--- config.mk ---
export PLATFORM = sky130hd
export DESIGN_NAME = uart_rx_cfg
export DESIGN_NICKNAME = d
export VERILOG_FILES = /design/src/rtl/uart_pkg.sv /design/src/rtl/uart_rx_fifo.sv /design/src/rtl/uart_rx_cfg.sv
export SDC_FILE = /design/constraint.sdc
export NUM_CORES = 1
export LEC_CHECK = 0
export BUFFER_PORTS_ARGS = -buffer_cell sky130_fd_sc_hd__buf_4
export CAP_MARGIN = 20
export CORE_MARGIN = 1
export CORE_UTILIZATION = 55
export CTS_CLUSTER_DIAMETER = 150
export CTS_CLUSTER_SIZE = 28
export DETAILED_ROUTE_END_ITERATION = 10
export PLACE_DENSITY = 0.76
export SYNTH_ARGS = -nofsm -noshare
export SYNTH_HDL_FRONTEND = slang
export SYNTH_HIERARCHICAL = 1
export SYNTH_SLANG_ARGS = --single-unit
--- constraint.sdc ---
create_clock -name clk -period 3 [get_ports clk]
set_input_delay 0.3 -clock clk [delete_from_list [all_inputs] [get_ports clk]]
set_output_delay 0.3 -clock clk [all_outputs]
set_load 0.01 [all_outputs]
--- src/rtl/uart_pkg.sv ---
// Shared definitions for the configurable UART receiver.
//   PAR_NONE / PAR_ODD / PAR_EVEN : parity-mode selector values
//   rx_state_t                    : receiver FSM state encoding
//   clogb2                        : ceil(log2(value)), for sizing counters and pointers
package uart_pkg;

  localparam int PAR_NONE = 0;
  localparam int PAR_ODD  = 1;
  localparam int PAR_EVEN = 2;

  typedef enum logic [2:0] {
    ST_IDLE   = 3'd0,
    ST_START  = 3'd1,
    ST_DATA   = 3'd2,
    ST_PARITY = 3'd3,
    ST_STOP   = 3'd4,
    ST_BRK    = 3'd5
  } rx_state_t;

  function automatic int clogb2(input int value);
    int r;
    r = 0;
    while ((1 << r) < value) r++;
    return r;
  endfunction

endpackage

--- src/rtl/uart_rx_fifo.sv ---
// First-word fall-through FIFO for received frames.
//   clk, rst        : clock, synchronous active-high reset
//   push, wr_data   : write request and entry
//   pop             : read request (ignored while empty)
//   rd_data         : head entry, driven straight from storage
//   full, empty     : status from extended-pointer compare
// A push while full is accepted only if a pop happens in the same cycle.
module uart_rx_fifo
  import uart_pkg::*;
#(
  parameter int WIDTH = 10,
  parameter int DEPTH = 4
) (
  input  logic             clk,
  input  logic             rst,
  input  logic             push,
  input  logic [WIDTH-1:0] wr_data,
  input  logic             pop,
  output logic [WIDTH-1:0] rd_data,
  output logic             full,
  output logic             empty
);

  localparam int AW = clogb2(DEPTH);

  logic [AW:0]      r_wp;
  logic [AW:0]      r_rp;
  logic [WIDTH-1:0] r_mem [DEPTH];
  logic             w_do_pop;
  logic             w_do_push;

  assign empty     = (r_wp == r_rp);
  assign full      = (r_wp[AW] != r_rp[AW]) && (r_wp[AW-1:0] == r_rp[AW-1:0]);
  assign w_do_pop  = pop & ~empty;
  assign w_do_push = push & (~full | w_do_pop);
  assign rd_data   = r_mem[r_rp[AW-1:0]];

  always_ff @(posedge clk) begin
    if (rst) begin
      r_wp <= '0;
      r_rp <= '0;
      for (int i = 0; i < DEPTH; i++) r_mem[i] <= '0;
    end else begin
      if (w_do_push) begin
        r_mem[r_wp[AW-1:0]] <= wr_data;
        r_wp <= r_wp + 1'b1;
      end
      if (w_do_pop) r_rp <= r_rp + 1'b1;
    end
  end

endmodule

--- src/rtl/uart_rx_cfg.sv ---
// Configurable UART receiver with majority-vote sampling and an output FIFO.
//   clk, rst     : clock, synchronous active-high reset
//   rxd          : asynchronous serial input, idle high
//   rx_data      : FIFO head data, LSB = first received bit
//   parity_err   : head entry parity error (valid with rx_valid)
//   frame_err    : head entry stop-bit error (valid with rx_valid)
//   rx_valid     : FIFO not empty
//   rx_ready     : consumer accept, pops when rx_valid && rx_ready
//   overrun      : 1-cycle pulse, completed frame dropped because FIFO full
//   break_det    : 1-cycle pulse, break recognised
//   busy         : FSM not idle
//
// state     | meaning
// ----------+-------------------------------------------------------
// ST_IDLE   | line idle, waiting for a falling edge on rxd_s
// ST_START  | validating start bit (vote 1 = glitch, drop back)
// ST_DATA   | shifting in data bits, LSB first
// ST_PARITY | sampling the parity bit
// ST_STOP   | sampling stop bit(s), then push or declare break
// ST_BRK    | break seen, waiting for line to return high
module uart_rx_cfg
  import uart_pkg::*;
#(
  parameter int BASE_FREQ  = 100_000_000,
  parameter int UART_SPEED = 10_000_000,
  parameter int WORD_WIDTH = 8,
  parameter int PARITY     = 0,
  parameter int STOP_BITS  = 1,
  parameter int FIFO_DEPTH = 4
) (
  input  logic                  clk,
  input  logic                  rst,
  input  logic                  rxd,
  output logic [WORD_WIDTH-1:0] rx_data,
  output logic                  parity_err,
  output logic                  frame_err,
  output logic                  rx_valid,
  input  logic                  rx_ready,
  output logic                  overrun,
  output logic                  break_det,
  output logic                  busy
);

  localparam int DIV = BASE_FREQ / UART_SPEED;
  localparam int H   = DIV / 2;
  localparam int CW  = clogb2(DIV);
  localparam int EW  = WORD_WIDTH + 2;
  localparam logic [CW-1:0] C_HM1  = CW'(H - 1);
  localparam logic [CW-1:0] C_H    = CW'(H);
  localparam logic [CW-1:0] C_HP1  = CW'(H + 1);
  localparam logic [CW-1:0] C_LAST = CW'(DIV - 1);

  if (DIV < 4) begin : g_chk_div
    $error("uart_rx_cfg: BASE_FREQ/UART_SPEED must be at least 4");
  end
  if (WORD_WIDTH < 5 || WORD_WIDTH > 9) begin : g_chk_width
    $error("uart_rx_cfg: WORD_WIDTH must be 5..9");
  end
  if (PARITY < PAR_NONE || PARITY > PAR_EVEN) begin : g_chk_par
    $error("uart_rx_cfg: PARITY must be 0, 1 or 2");
  end
  if (STOP_BITS < 1 || STOP_BITS > 2) begin : g_chk_stop
    $error("uart_rx_cfg: STOP_BITS must be 1 or 2");
  end

  rx_state_t             r_state;
  logic                  r_rxd_m, r_rxd_s, r_rxd_d;
  logic [CW-1:0]         r_cnt;
  logic [1:0]            r_smp;
  logic [3:0]            r_bitcnt;
  logic                  r_stop_idx;
  logic [WORD_WIDTH-1:0] r_shift;
  logic                  r_perr, r_ferr, r_par_bit, r_stop_hi;
  logic                  r_push;
  logic [EW-1:0]         r_push_data;
  logic                  r_brk_pulse;
  logic                  r_overrun;

  logic                  w_fall, w_dec, w_vote;
  logic                  w_ferr_n, w_stop_hi_n, w_break;
  logic                  w_full, w_empty, w_pop;
  logic [EW-1:0]         w_head;

  assign w_fall = r_rxd_d & ~r_rxd_s;
  assign w_dec  = (r_state != ST_IDLE) && (r_cnt == C_HP1);
  // third sample is the live value at the decision count
  assign w_vote = (r_smp[0] & r_smp[1]) | (r_smp[0] & r_rxd_s) | (r_smp[1] & r_rxd_s);

  assign w_ferr_n    = r_ferr | ~w_vote;
  assign w_stop_hi_n = r_stop_hi | w_vote;
  // r_par_bit stays 0 without parity, so it never blocks break detection
  assign w_break     = (r_shift == '0) && !r_par_bit && !w_stop_hi_n;

  always_ff @(posedge clk) begin
    if (rst) begin
      r_rxd_m     <= 1'b1;
      r_rxd_s     <= 1'b1;
      r_rxd_d     <= 1'b1;
      r_state     <= ST_IDLE;
      r_cnt       <= '0;
      r_smp       <= '0;
      r_bitcnt    <= '0;
      r_stop_idx  <= 1'b0;
      r_shift     <= '0;
      r_perr      <= 1'b0;
      r_ferr      <= 1'b0;
      r_par_bit   <= 1'b0;
      r_stop_hi   <= 1'b0;
      r_push      <= 1'b0;
      r_push_data <= '0;
      r_brk_pulse <= 1'b0;
    end else begin
      r_rxd_m     <= rxd;
      r_rxd_s     <= r_rxd_m;
      r_rxd_d     <= r_rxd_s;
      r_push      <= 1'b0;
      r_brk_pulse <= 1'b0;

      if (r_state != ST_IDLE) r_cnt <= (r_cnt == C_LAST) ? '0 : r_cnt + CW'(1);
      if (r_cnt == C_HM1) r_smp[0] <= r_rxd_s;
      if (r_cnt == C_H)   r_smp[1] <= r_rxd_s;

      case (r_state)
        ST_IDLE: begin
          if (w_fall) begin
            r_state    <= ST_START;
            r_cnt      <= '0;
            r_bitcnt   <= '0;
            r_stop_idx <= 1'b0;
            r_perr     <= 1'b0;
            r_ferr     <= 1'b0;
            r_par_bit  <= 1'b0;
            r_stop_hi  <= 1'b0;
          end
        end
        ST_START: begin
          if (w_dec) begin
            if (w_vote) begin
              r_state <= ST_IDLE;
              r_cnt   <= '0;
            end else begin
              r_state <= ST_DATA;
            end
          end
        end
        ST_DATA: begin
          if (w_dec) begin
            r_shift <= {w_vote, r_shift[WORD_WIDTH-1:1]};
            if (r_bitcnt == 4'(WORD_WIDTH - 1)) begin
              r_state <= (PARITY != PAR_NONE) ? ST_PARITY : ST_STOP;
            end else begin
              r_bitcnt <= r_bitcnt + 4'd1;
            end
          end
        end
        ST_PARITY: begin
          if (w_dec) begin
            r_par_bit <= w_vote;
            r_perr    <= ((^r_shift) ^ w_vote) != (PARITY == PAR_ODD);
            r_state   <= ST_STOP;
          end
        end
        ST_STOP: begin
          if (w_dec) begin
            r_ferr    <= w_ferr_n;
            r_stop_hi <= w_stop_hi_n;
            if (r_stop_idx == 1'(STOP_BITS - 1)) begin
              // leave mid-stop-bit so the next start edge is not missed
              r_cnt <= '0;
              if (w_break) begin
                r_state     <= ST_BRK;
                r_brk_pulse <= 1'b1;
              end else begin
                r_state     <= ST_IDLE;
                r_push      <= 1'b1;
                r_push_data <= {w_ferr_n, r_perr, r_shift};
              end
            end else begin
              r_stop_idx <= 1'b1;
            end
          end
        end
        ST_BRK: begin
          if (r_rxd_s) begin
            r_state <= ST_IDLE;
            r_cnt   <= '0;
          end
        end
        default: begin
          r_state <= ST_IDLE;
          r_cnt   <= '0;
        end
      endcase
    end
  end

  assign w_pop = rx_ready & ~w_empty;

  always_ff @(posedge clk) begin
    if (rst) r_overrun <= 1'b0;
    else     r_overrun <= r_push & w_full & ~w_pop;
  end

  uart_rx_fifo #(
    .WIDTH (EW),
    .DEPTH (FIFO_DEPTH)
  ) u_fifo (
    .clk     (clk),
    .rst     (rst),
    .push    (r_push),
    .wr_data (r_push_data),
    .pop     (rx_ready),
    .rd_data (w_head),
    .full    (w_full),
    .empty   (w_empty)
  );

  assign rx_data    = w_head[WORD_WIDTH-1:0];
  assign parity_err = w_head[WORD_WIDTH];
  assign frame_err  = w_head[WORD_WIDTH+1];
  assign rx_valid   = ~w_empty;
  assign overrun    = r_overrun;
  assign break_det  = r_brk_pulse;
  assign busy       = (r_state != ST_IDLE);

endmodule

==> impl_metrics.tcl <==
set metrics [dict create \
    status "finished, final reports clean" \
    fmax_mhz 458 \
    tightest_slew_ps 670 \
    worstRegToRegCells 4 \
    via_per_inst 5.81 \
    die_y_um 90.8 \
    clk_latency_ps 360 \
    total_power_mw 2.45 \
    netlist_area_sq_mm 0.00434 \
    crit_path_max_fanout 10 \
    grt_pass1_vias 2915 \
    slew_headroom 0.553 \
    p_sw_mw 0.690 \
    hp-class "in2reg" \
    cts_tree "done" \
    fin_ws_ps 814 \
    finalHoldViolCount 0 \
    num_antenna_cells 0 \
    cp.buffers_inverters 1 \
    p_leak_nw 1.53 \
    netlist.area_leader.share 0.277 \
    numCtsBuffers 9 \
    num_vias 2984 \
    gp_congestion 0.804 \
    required_ps 2700 \
    power.share.clock 0.319 \
    clkTransAtPathRegs_ps 90 \
    ir_drop_mv 0.341 \
    met2_usage 0.345 \
    cts.sinks 89 \
    area_delta_synth_final_pct 6.95 \
    ant_nets 0 \
    cts_hold_buf 0 \
    pwr-share-seq 0.560 \
    power.switching_fraction 0.281 \
    critPathKind "reg2out" \
    critPathLaunchType "flop" \
    synth_area_leaders "edfxtp_1 (28%), dfxtp_1 (23%), mux4_2 (5.2%)" \
    final_layout_size_suffix_gt1_frac 0.184 \
    dp.final_hpwl_mm 5.26 \
    arrival_ps 1890 \
    use_met1 0.250 \
    syn_nets 415 \
    place.port_buffers 17 \
    setup_tns_ps 0 \
    min_from "rxd" \
    ys_async_sr_fraction 0 \
    maxCapViolCount 0 \
    syn_inst 404 \
    pre_cts_slack_ps 1050 \
    avgSynthCellArea_sq_um 10.7 \
    synth_ff_type "dfxtp_1" \
    p_per_area_mw_per_mm2 528 \
    final_max_slew_viol_count 0 \
    antenna_found_initial 0 \
    nets 418 \
    yosys_warnings 6 \
    intPower_mw 1.76 \
    critPathTopFamily "flip-flops" \
    grt_max_degree 56 \
    core_area_sq_mm 0.00769 \
    h-tree-depth 3 \
    hold_depth 2 \
    drc 0 \
    dr.pass1.iters 4 \
    setup_viol 0 \
    grt_pass1_wl_mm 13.2 \
    r2r-start "u_fifo/r_wp[0]" \
    synth_edf_count 40 \
    postCtsSetupBuffers 0 \
    rsz0062_at_grt "false" \
    initial_core_util 0.564 \
    cp_slowest_stage_delay_ps 760 \
    cts_resized 0 \
    finClkSkew_ps 4.86 \
    cts-root-buf "clkbuf_8" \
    ys_seq_area_frac 0.503 \
    grt-busiest-layer "met2" \
    endpoint_kind "primary output" \
    dieWidth_um 90.8 \
    cp_slowest_cell "dfxtp_1" \
    dieArea_sq_mm 0.00825 \
    ctsLongestPathBuffers 2 \
    gr-usage-met3 0.0278 \
    first_iter_violations 181 \
    hold_ws_ps 120 \
    yosysUniqueCellTypes 67 \
    post_drt_wl_per_cell_um 15.4 \
    combPwrFrac 0.121 \
    path_cells "mux4_2 > buf_4" \
    grt_usage 0.203 \
    drt_wl_total_mm 7.89 \
    fin_crit_sh 0.729 \
    reg2reg_to "u_fifo/r_mem[0][0]" \
    yosys.area.top_type "edfxtp_1" \
    overflow 0 \
    hold_end "r_rxd_m" \
    synth-seq-cells 89 \
    pin_count 18 \
    row_count 32 \
    r2r_setup_slack_ps 1050 \
    min_period_ps 2190 \
]
how the worst max path moves through the flow:
stage,cells past startpoint,endpoint,start
2_1_floorplan,5,u_fifo/r_mem[0][0],u_fifo/r_wp[0]
3_3_place_gp,4,u_fifo/r_mem[2][4],rst
3_5_place_dp,3,u_fifo/r_mem[0][4],u_fifo/r_rp[2]
4_1_cts,2,rx_data[2],flop
5_1_grt,2,rx_data[6],flop
6_report,2,rx_data[6],flop
synth_stat cells, drive strengths merged (5+ instances only):
master / number
mux4: 10
edfxtp: 40
o211ai: 5
o31ai: 5
inv: 28
nand2: 9
a21oi: 28
nand3: 14
a31oi: 5
buf: 12
clkbuf: 16
nor2b: 6
xnor2: 6
o21ai: 13
nand2b: 10
o21bai: 5
nor3: 42
nor2: 28
ha: 7
dfxtp: 49
cells by family (layout without fill, tap and decap cells):
group,after synthesis,after routing,synth area share
fa+ha+maj,8,8,0.0234
simple gates,138,138,0.186
mux,18,18,0.0724
buf+inv,56,64,0.0611
xor+xnor,9,9,0.0182
compound gates,86,86,0.136
flops,89,89,0.503
state kept, by name, summed over array words and instances (netlist names), 2 cells and up, named ones only:
register,flops
r_push_data,10
u_fifo/r_wp,3
r_state,3
u_fifo/r_rp,3
r_shift,8
r_smp,2
r_cnt,4
r_bitcnt,4
u_fifo/r_mem,40
routing by layer:
layer  wire length (um)  vias to the layer above  share of wire
li1                   -                     1486              -
met1               3490                     1411           0.44
met2               3940                       69           0.50
met3                282                       18          0.036
met4                171                        0          0.022
met5                  0                        -              0
final cells by class:
cell class                      count  area, sq um
Clock buffer                        9          124
Fill cell                         614         3050
Clock inverter                      7         60.1
Inverter                           28          105
Timing Repair Buffer               20          150
Sequential cell                    89         2180
Tap cell                          102          128
Multi-Input combinational cell    259         1890
stage by stage:
| step | instances | cell area [sq um] | util |
|---|---|---|---|
| after detailed placement | 498 | 4460 | 0.580 |
| after global routing | 514 | 4640 | 0.604 |
| after global placement | 498 | 4460 | 0.580 |
| final | 514 | 4640 | 0.604 |
| after floorplan | 404 | 4340 | - |
| after CTS | 514 | 4640 | 0.604 |
layout by cell type, fill, tap and decap left out, types with 10 or more instances in the layout:
| master | count |
|---|---|
| edfxtp_1 | 40 |
| nor2_1 | 28 |
| mux4_2 | 10 |
| nor3_1 | 41 |
| a21oi_1 | 28 |
| dfxtp_1 | 49 |
| o21ai_0 | 13 |
| inv_1 | 28 |
| buf_4 | 20 |
| nand2b_1 | 10 |
power groups by stage:
stage                     Sequential [mW]  Combinational [mW]  Clock, mW
after global routing                 1.38               0.325      0.849
after CTS                            1.37               0.296      0.801
after detailed placement             1.40               0.294          0
final                                1.37               0.297      0.781
after global placement               1.40               0.290          0
after floorplan                      1.35               0.253          0
Power figures use the tool's default switching activity.
